`src/rtl/alu_seq_sat_if.sv`:
```
// alu_seq_sat_if
//   Operation/result handshake bundle for alu_seq_sat.
//   master : issues operations and consumes results (decode/writeback side)
//   slave  : the ALU
//   Signals: in_valid/in_ready/op/src0/src1/shamt/upd_flags (request),
//            out_valid/out_ready/dst/flags (response), busy (MUL in progress).
`timescale 1ns/1ps
interface alu_seq_sat_if #(
  parameter int WIDTH = 16,
  parameter int SHW   = $clog2(WIDTH)
);
  logic             in_valid;
  logic             in_ready;
  logic [3:0]       op;
  logic [WIDTH-1:0] src0;
  logic [WIDTH-1:0] src1;
  logic [SHW-1:0]   shamt;
  logic             upd_flags;
  logic             out_valid;
  logic             out_ready;
  logic [WIDTH-1:0] dst;
  logic [2:0]       flags;
  logic             busy;

  modport master (
    output in_valid, op, src0, src1, shamt, upd_flags, out_ready,
    input  in_ready, out_valid, dst, flags, busy
  );

  modport slave (
    input  in_valid, op, src0, src1, shamt, upd_flags, out_ready,
    output in_ready, out_valid, dst, flags, busy
  );
endinterface

```
`src/rtl/alu_seq_sat.sv`:
```
// alu_seq_sat
//   EX-stage ALU with a registered valid/ready result stage, a {V,Z,N} flag
//   register and an iterative signed saturating multiply.
//   Ports:
//     clk  - clock, rising edge
//     rst  - asynchronous active-high reset
//     bus  - alu_seq_sat_if.slave: op/src0/src1/shamt/upd_flags offered with
//            in_valid/in_ready; dst/flags returned with out_valid/out_ready;
//            busy high while a MUL iterates.
//   Ops: 0 ADD, 1 SUB, 2 AND, 3 NOR, 4 SLL, 5 SRL, 6 SRA, 7 LHB, 8 MUL, else NOP.
`timescale 1ns/1ps
module alu_seq_sat #(
  parameter int WIDTH  = 16,
  parameter int SHW    = $clog2(WIDTH),
  parameter bit MUL_EN = 1'b1
) (
  input logic          clk,
  input logic          rst,
  alu_seq_sat_if.slave bus
);
  localparam logic [3:0] OP_ADD = 4'd0;
  localparam logic [3:0] OP_SUB = 4'd1;
  localparam logic [3:0] OP_AND = 4'd2;
  localparam logic [3:0] OP_NOR = 4'd3;
  localparam logic [3:0] OP_SLL = 4'd4;
  localparam logic [3:0] OP_SRL = 4'd5;
  localparam logic [3:0] OP_SRA = 4'd6;
  localparam logic [3:0] OP_LHB = 4'd7;
  localparam logic [3:0] OP_MUL = 4'd8;

  localparam logic [WIDTH-1:0] SAT_MAX  = {1'b0, {(WIDTH-1){1'b1}}};
  localparam logic [WIDTH-1:0] SAT_MIN  = {1'b1, {(WIDTH-1){1'b0}}};
  localparam logic [SHW-1:0]   CNT_LAST = SHW'(WIDTH-1);

  typedef enum logic [1:0] {S_IDLE, S_MUL, S_DONE} state_t;

  // {V, value}: a (WIDTH+1)-bit sum overflowed when its top two bits differ.
  function automatic logic [WIDTH:0] sat_sum(input logic signed [WIDTH:0] x);
    if (x[WIDTH] != x[WIDTH-1]) return {1'b1, x[WIDTH] ? SAT_MIN : SAT_MAX};
    return {1'b0, x[WIDTH-1:0]};
  endfunction

  // Magnitude as unsigned; -2^(W-1) maps to 2^(W-1), which still fits.
  function automatic logic [WIDTH-1:0] mag(input logic signed [WIDTH-1:0] x);
    return x[WIDTH-1] ? -x : x;
  endfunction

  // {V, value} from a product magnitude and its sign. A negative result may
  // reach 2^(W-1) in magnitude, a positive one only 2^(W-1)-1.
  function automatic logic [WIDTH:0] sat_mul(input logic [2*WIDTH-1:0] m, input logic neg);
    logic [WIDTH-1:0] lo;
    lo = m[WIDTH-1:0];
    if (m == '0) return '0;
    if (!neg) begin
      if (m > {{WIDTH{1'b0}}, SAT_MAX}) return {1'b1, SAT_MAX};
      return {1'b0, lo};
    end
    if (m > {{WIDTH{1'b0}}, SAT_MIN}) return {1'b1, SAT_MIN};
    return {1'b0, -lo};
  endfunction

  state_t                  state;
  logic [SHW-1:0]          cnt_p1;
  logic                    busy_p1;
  logic                    vld_p1;
  logic [WIDTH-1:0]        dst_p1;
  logic [2:0]              flags_p1;
  logic                    upd_mul_p1;
  logic [2*WIDTH-1:0]      ma_p1;
  logic [WIDTH-1:0]        mb_p1;
  logic [2*WIDTH-1:0]      acc_p1;
  logic                    neg_p1;

  logic signed [WIDTH-1:0] a_p0, b_p0;
  logic signed [WIDTH:0]   sum_p0, dif_p0;
  logic [WIDTH:0]          add_sat_p0, sub_sat_p0, mul_sat_p1;
  logic [WIDTH-1:0]        res_p0;
  logic [2:0]              flg_p0;
  logic                    v_p0, zn_wr_p0;
  logic                    in_ready, accept, is_mul;

  assign a_p0       = bus.src0;
  assign b_p0       = bus.src1;
  assign sum_p0     = {a_p0[WIDTH-1], a_p0} + {b_p0[WIDTH-1], b_p0};
  assign dif_p0     = {a_p0[WIDTH-1], a_p0} - {b_p0[WIDTH-1], b_p0};
  assign add_sat_p0 = sat_sum(sum_p0);
  assign sub_sat_p0 = sat_sum(dif_p0);
  assign mul_sat_p1 = sat_mul(acc_p1, neg_p1);

  assign in_ready = (state == S_IDLE) && (!vld_p1 || bus.out_ready);
  assign accept   = bus.in_valid && in_ready;
  assign is_mul   = MUL_EN && (bus.op == OP_MUL);

  assign bus.in_ready  = in_ready;
  assign bus.out_valid = vld_p1;
  assign bus.dst       = dst_p1;
  assign bus.flags     = flags_p1;
  assign bus.busy      = busy_p1;

  // ---- stage p0: single-cycle result and candidate flags ----
  always_comb begin
    res_p0   = '0;
    v_p0     = flags_p1[2];
    zn_wr_p0 = 1'b0;
    case (bus.op)
      OP_ADD: begin res_p0 = add_sat_p0[WIDTH-1:0]; v_p0 = add_sat_p0[WIDTH]; zn_wr_p0 = 1'b1; end
      OP_SUB: begin res_p0 = sub_sat_p0[WIDTH-1:0]; v_p0 = sub_sat_p0[WIDTH]; zn_wr_p0 = 1'b1; end
      OP_AND: begin res_p0 = bus.src0 & bus.src1;     zn_wr_p0 = 1'b1; end
      OP_NOR: begin res_p0 = ~(bus.src0 | bus.src1);  zn_wr_p0 = 1'b1; end
      OP_SLL: begin res_p0 = bus.src0 << bus.shamt;   zn_wr_p0 = 1'b1; end
      OP_SRL: begin res_p0 = bus.src0 >> bus.shamt;   zn_wr_p0 = 1'b1; end
      OP_SRA: begin res_p0 = a_p0 >>> bus.shamt;      zn_wr_p0 = 1'b1; end
      OP_LHB: res_p0 = {bus.src1[WIDTH/2-1:0], bus.src0[WIDTH/2-1:0]};
      default: res_p0 = '0;
    endcase
    // LHB and NOP leave every flag alone.
    flg_p0 = zn_wr_p0 ? {v_p0, res_p0 == '0, res_p0[WIDTH-1]} : flags_p1;
  end

  // ---- stage p1: control FSM and registered result ----
  always_ff @(posedge clk or posedge rst) begin
    if (rst) begin
      state      <= S_IDLE;
      cnt_p1     <= '0;
      busy_p1    <= 1'b0;
      vld_p1     <= 1'b0;
      dst_p1     <= '0;
      flags_p1   <= 3'b000;
      upd_mul_p1 <= 1'b0;
    end else begin
      // Consumed result drops unless a new one is loaded below on this edge.
      if (vld_p1 && bus.out_ready) vld_p1 <= 1'b0;
      case (state)
        S_IDLE: begin
          if (accept) begin
            if (is_mul) begin
              state      <= S_MUL;
              busy_p1    <= 1'b1;
              cnt_p1     <= '0;
              upd_mul_p1 <= bus.upd_flags;
            end else begin
              vld_p1 <= 1'b1;
              dst_p1 <= res_p0;
              if (bus.upd_flags) flags_p1 <= flg_p0;
            end
          end
        end
        S_MUL: begin
          cnt_p1 <= cnt_p1 + SHW'(1);
          if (cnt_p1 == CNT_LAST) begin
            state   <= S_DONE;
            busy_p1 <= 1'b0;
          end
        end
        S_DONE: begin
          if (!vld_p1 || bus.out_ready) begin
            vld_p1 <= 1'b1;
            dst_p1 <= mul_sat_p1[WIDTH-1:0];
            if (upd_mul_p1)
              flags_p1 <= {mul_sat_p1[WIDTH], mul_sat_p1[WIDTH-1:0] == '0, mul_sat_p1[WIDTH-1]};
            state <= S_IDLE;
          end
        end
        default: state <= S_IDLE;
      endcase
    end
  end

  // ---- stage p1: multiply datapath, one shift-add per S_MUL cycle ----
  always_ff @(posedge clk) begin
    if (state == S_IDLE && accept && is_mul) begin
      ma_p1  <= {{WIDTH{1'b0}}, mag(a_p0)};
      mb_p1  <= mag(b_p0);
      acc_p1 <= '0;
      neg_p1 <= a_p0[WIDTH-1] ^ b_p0[WIDTH-1];
    end else if (state == S_MUL) begin
      if (mb_p1[0]) acc_p1 <= acc_p1 + ma_p1;
      ma_p1 <= ma_p1 << 1;
      mb_p1 <= mb_p1 >> 1;
    end
  end
endmodule

```
`src/flat_wrapper.sv`:
```
// flat-port wrapper written by rule: the top's interface ports become plain ports
module alu_seq_sat_flat 
#(
  parameter int WIDTH  = 16,
  parameter int SHW    = $clog2(WIDTH),
  parameter bit MUL_EN = 1'b1
)
  (clk, rst, bus_in_valid, bus_op, bus_src0, bus_src1, bus_shamt, bus_upd_flags, bus_out_ready, bus_in_ready, bus_out_valid, bus_dst, bus_flags, bus_busy);
  alu_seq_sat_if #(.WIDTH(WIDTH), .SHW(SHW)) bus_i ();
  input logic clk;
  input logic rst;
  input wire logic [$bits(bus_i.in_valid)-1:0] bus_in_valid;
  input wire logic [$bits(bus_i.op)-1:0] bus_op;
  input wire logic [$bits(bus_i.src0)-1:0] bus_src0;
  input wire logic [$bits(bus_i.src1)-1:0] bus_src1;
  input wire logic [$bits(bus_i.shamt)-1:0] bus_shamt;
  input wire logic [$bits(bus_i.upd_flags)-1:0] bus_upd_flags;
  input wire logic [$bits(bus_i.out_ready)-1:0] bus_out_ready;
  output wire logic [$bits(bus_i.in_ready)-1:0] bus_in_ready;
  output wire logic [$bits(bus_i.out_valid)-1:0] bus_out_valid;
  output wire logic [$bits(bus_i.dst)-1:0] bus_dst;
  output wire logic [$bits(bus_i.flags)-1:0] bus_flags;
  output wire logic [$bits(bus_i.busy)-1:0] bus_busy;
  assign bus_i.in_valid = bus_in_valid;
  assign bus_i.op = bus_op;
  assign bus_i.src0 = bus_src0;
  assign bus_i.src1 = bus_src1;
  assign bus_i.shamt = bus_shamt;
  assign bus_i.upd_flags = bus_upd_flags;
  assign bus_i.out_ready = bus_out_ready;
  assign bus_in_ready = bus_i.in_ready;
  assign bus_out_valid = bus_i.out_valid;
  assign bus_dst = bus_i.dst;
  assign bus_flags = bus_i.flags;
  assign bus_busy = bus_i.busy;
  alu_seq_sat #(.WIDTH(WIDTH), .SHW(SHW), .MUL_EN(MUL_EN)) u_core (.clk(clk), .rst(rst), .bus(bus_i));
endmodule
```
`config.mk`:
```
export PLATFORM = sky130hd
export DESIGN_NAME = alu_seq_sat_flat
export DESIGN_NICKNAME = d
export VERILOG_FILES = /design/src/rtl/alu_seq_sat_if.sv /design/src/rtl/alu_seq_sat.sv /design/src/flat_wrapper.sv
export SDC_FILE = /design/constraint.sdc
export NUM_CORES = 1
export LEC_CHECK = 0
export CORE_AREA = 2 2 154 156
export CTS_BUF_LIST = sky130_fd_sc_hd__clkbuf_2
export DETAILED_ROUTE_END_ITERATION = 8
export DIE_AREA = 0 0 156 158
export GPL_TIMING_DRIVEN = 0
export PLACE_DENSITY = 0.68
export REMOVE_ABC_BUFFERS = 1
export SYNTH_ARGS = -nofsm -noshare
export SYNTH_HDL_FRONTEND = slang
export SYNTH_SLANG_ARGS = --single-unit
```
`constraint.sdc`:
```
create_clock -name clk -period 8.3 [get_ports clk]
set_input_delay 2.075 -clock clk [delete_from_list [all_inputs] [get_ports clk]]
set_output_delay 2.075 -clock clk [all_outputs]
set_load 0.1 [all_outputs]
```
==> impl_metrics.tcl <==
set metrics [dict create \
    outcome "finished, final reports clean" \
    antenna_cells 0 \
    yosysTopAreaCell "ha_1" \
    cts_setup_buffers 0 \
    final_cells 1765 \
    reg2reg_slack_ns 4.39 \
    finish.utilization_pct 52.7 \
    floorplan.rows 56 \
    dp_cells 1749 \
    holdBufCountCts 0 \
    synthMuxAreaShare_pct 6.03 \
    worst-endpoint-required_ns 8.95 \
    synth_top_area_share_pct 10.1 \
    vias 11000 \
    synth_cells 1483 \
    drive_above_1_share_pct 4.95 \
    synth_area_leaders "ha_1 (10%), edfxtp_1 (8.8%), dfxtp_1 (8.5%), nand2_1 (6.9%), dfrtp_1 (6.2%)" \
    track_usage_pct 28.7 \
    antenna_found_initial 0 \
    synth_cell_types 95 \
    worst_pin_slew_ns 1.33 \
    path_max_fanout 29 \
    hp-class "register to register" \
    gp_congestion 0.994 \
    drt_wl_total_mm 35.4 \
    firstDrtPassIters 8 \
    r2r-start "u_core.acc_p1[2]" \
    cts_sinks 109 \
    leakage_nw 5.01 \
    synth_fa_ha_area_share_pct 10.9 \
    ant_nets 0 \
    die-height_um 158 \
    syn_avg_cell_area_um2 7.63 \
    fin_ws_ns 1.47 \
    pwr_density_cell_nw_per_um2 272 \
    overflow 0 \
    irDropWorstVdd_v 0.000168 \
    clock.fmax_mhz 147 \
    drc 0 \
    cts_tree "done" \
    wl_per_cell_um 20.1 \
    reg2regPathDepth 10 \
    grt_pass1_wl_mm 55.3 \
    synth_compound_gate_area_share_pct 25.2 \
    r2r-end "u_core.bus.dst[9]" \
    critPathKind "input pin to register" \
    post-place-ws_ns 1.03 \
    cp-end-kind "register" \
    drtIter0Drc 1136 \
    nNetsFinal 1609 \
    synth-edff-count 33 \
    finalPower_w 0.00331 \
    slew_viol_final 0 \
    start_kind "input pin" \
    drv_cap 0 \
    ys_top_cells_by_count "nand2_1 (209), a21oi_1 (137), nor2_1 (120), o21ai_0 (103), ha_1 (91)" \
    yosysSeqAreaShare_pct 23.4 \
    clockRootBuffer "clkbuf_2" \
    period_share_pct 82.2 \
    io_pins 67 \
    setup_viol 0 \
    synth_top_family_by_area "compound AO/OA/AOI/OAI gates" \
    clkTransAtPathRegs_ns 0.40 \
    cp-endpoint "u_core.bus.flags[1]" \
    tns_ns 0 \
    core_area_um2 23100 \
    htreeDepth 3 \
    synth_simple_gate_area_share_pct 22.0 \
    die_width_um 156 \
    hold_viol_final 0 \
    skew_ns 0.0825 \
    dieArea_um2 24600 \
    via_per_inst 6.25 \
    max_slew_margin_pct 11.4 \
    dp_hpwl_mm 27.4 \
    cts.repair.resized 0 \
    yosys_warnings 0 \
    yosys_register_bits 109 \
    port_buffers 66 \
    critPathArrivalTime_ns 7.48 \
    synth-main-ff-cell "dfxtp_1" \
    synthXorXnorAreaFrac_pct 6.58 \
    clk_path_buf_depth 2 \
    clk_latency_ns 0.69 \
    startpoint "bus_src0[15]" \
    grt_pass1_vias 10100 \
    area_delta_synth_final_pct 7.44 \
    rsz0062_at_grt "no" \
    period_minus_slack_ns 6.83 \
    async_flop_share_pct 25.7 \
    cts_buffers 9 \
    synth.most_common_cell "nand2_1" \
    synth_area_um2 11300 \
    grt_max_degree 60 \
    initial_core_util_pct 49.1 \
]
kinds of logic (layout without fill, tap and decap cells):
logic type,count (synthesis),after routing
compound gates,448,448
xor+xnor,85,85
fa+ha+maj,98,98
buf+inv,163,155
flops,109,109
mux,57,57
simple gates,523,523
worst min path at each step:
stage | slack (ns) | from | depth (start not counted) | to
finish | 0.42 | u_core.ma_p1[30] | 2 | u_core.ma_p1[31]
global placement | 0.46 | u_core.acc_p1[28] | 2 | u_core.acc_p1[28]
floorplan | 0.44 | u_core.acc_p1[31] | 1 | u_core.acc_p1[31]
detailed placement | 0.47 | u_core.ma_p1[24] | 2 | u_core.ma_p1[25]
global route | 0.43 | u_core.ma_p1[30] | 2 | u_core.ma_p1[31]
CTS | 0.41 | u_core.ma_p1[30] | 2 | u_core.ma_p1[31]
registers in the layout, indices dropped and copies added, names as in the netlist, 2 cells and up:
signal            count
u_core.ma_p1         32
u_core.bus.dst       16
u_core.mb_p1         16
u_core.bus.flags      3
u_core.state          2
u_core.acc_p1        32
u_core.cnt_p1         4
routing by layer:
metal / global-route usage [%] / routed length, um / up-vias
li1: - / - / 5331
met1: 39.0 / 15500 / 5159
met2: 45.8 / 15800 / 462
met3: 4.43 / 2730 / 84
met4: 11.1 / 1470 / 0
met5: 0 / 0 / -
power by group:
part	leakage, nW	internal (W)	switching [W]
combinational	3.85	0.000735	0.00129
sequential	1.07	0.000804	0.000212
clock	0.0766	0.0000538	0.000213
layout by cell type, fill, tap and decap left out, types with 7 or more instances in the layout:
master	synthesis	layout
a211oi_1	24	24
a21o_1	19	19
a21oi_1	137	136
a22oi_1	12	12
a31oi_1	9	9
and2_1	9	9
and3_1	15	15
clkbuf_2	0	9
clkdlybuf4s50_1	0	64
dfrtp_1	28	28
dfxtp_1	48	48
edfxtp_1	33	33
ha_1	91	91
inv_1	64	63
mux2_2	9	9
mux2i_1	40	40
mux4_2	8	8
nand2_1	209	208
nand2b_1	17	17
nand3_1	32	32
nand4_1	14	14
nor2_1	120	119
nor2b_1	10	10
nor3_1	30	30
nor4_1	14	14
o211ai_1	15	15
o21a_1	10	10
o21ai_0	103	103
o21ai_1	15	15
o21bai_1	7	7
o221ai_1	11	11
o31ai_1	17	17
or3_1	15	14
xnor2_1	67	67
xor2_1	18	18
critical path, cell delays in order:
cell and delay, ns:
clkdlybuf4s50_1 1.29, inv_1 0.39, ha_1 0.68, inv_1 0.26, a21oi_1 0.28, and3_1 0.35
and2_1 0.19, a21oi_1 0.28, o22a_1 0.31, nor3_1 0.59, nor4b_1 0.40, nand4_1 0.20
o21ai_2 0.16
through the flow:
stage | instance area [um^2] | hold slack (ns)
2_1_floorplan | 10900 | 0.442
3_3_place_gp | 11900 | 0.459
3_5_place_dp | 12000 | 0.466
4_1_cts | 12100 | 0.412
5_1_grt | 12200 | 0.434
6_report | 12200 | 0.417
cell type report:
class                   count  area, um^2
fillers                  2271       10900
multi-input cells        1211        8030
flip-flops and latches    109        2650
repair buffers             71         729
well taps                 290         363
inverters                  68         255
clock inverters             7        77.6
clock buffers               9        45.0
Note: power is estimated with default switching activity, not from simulation.
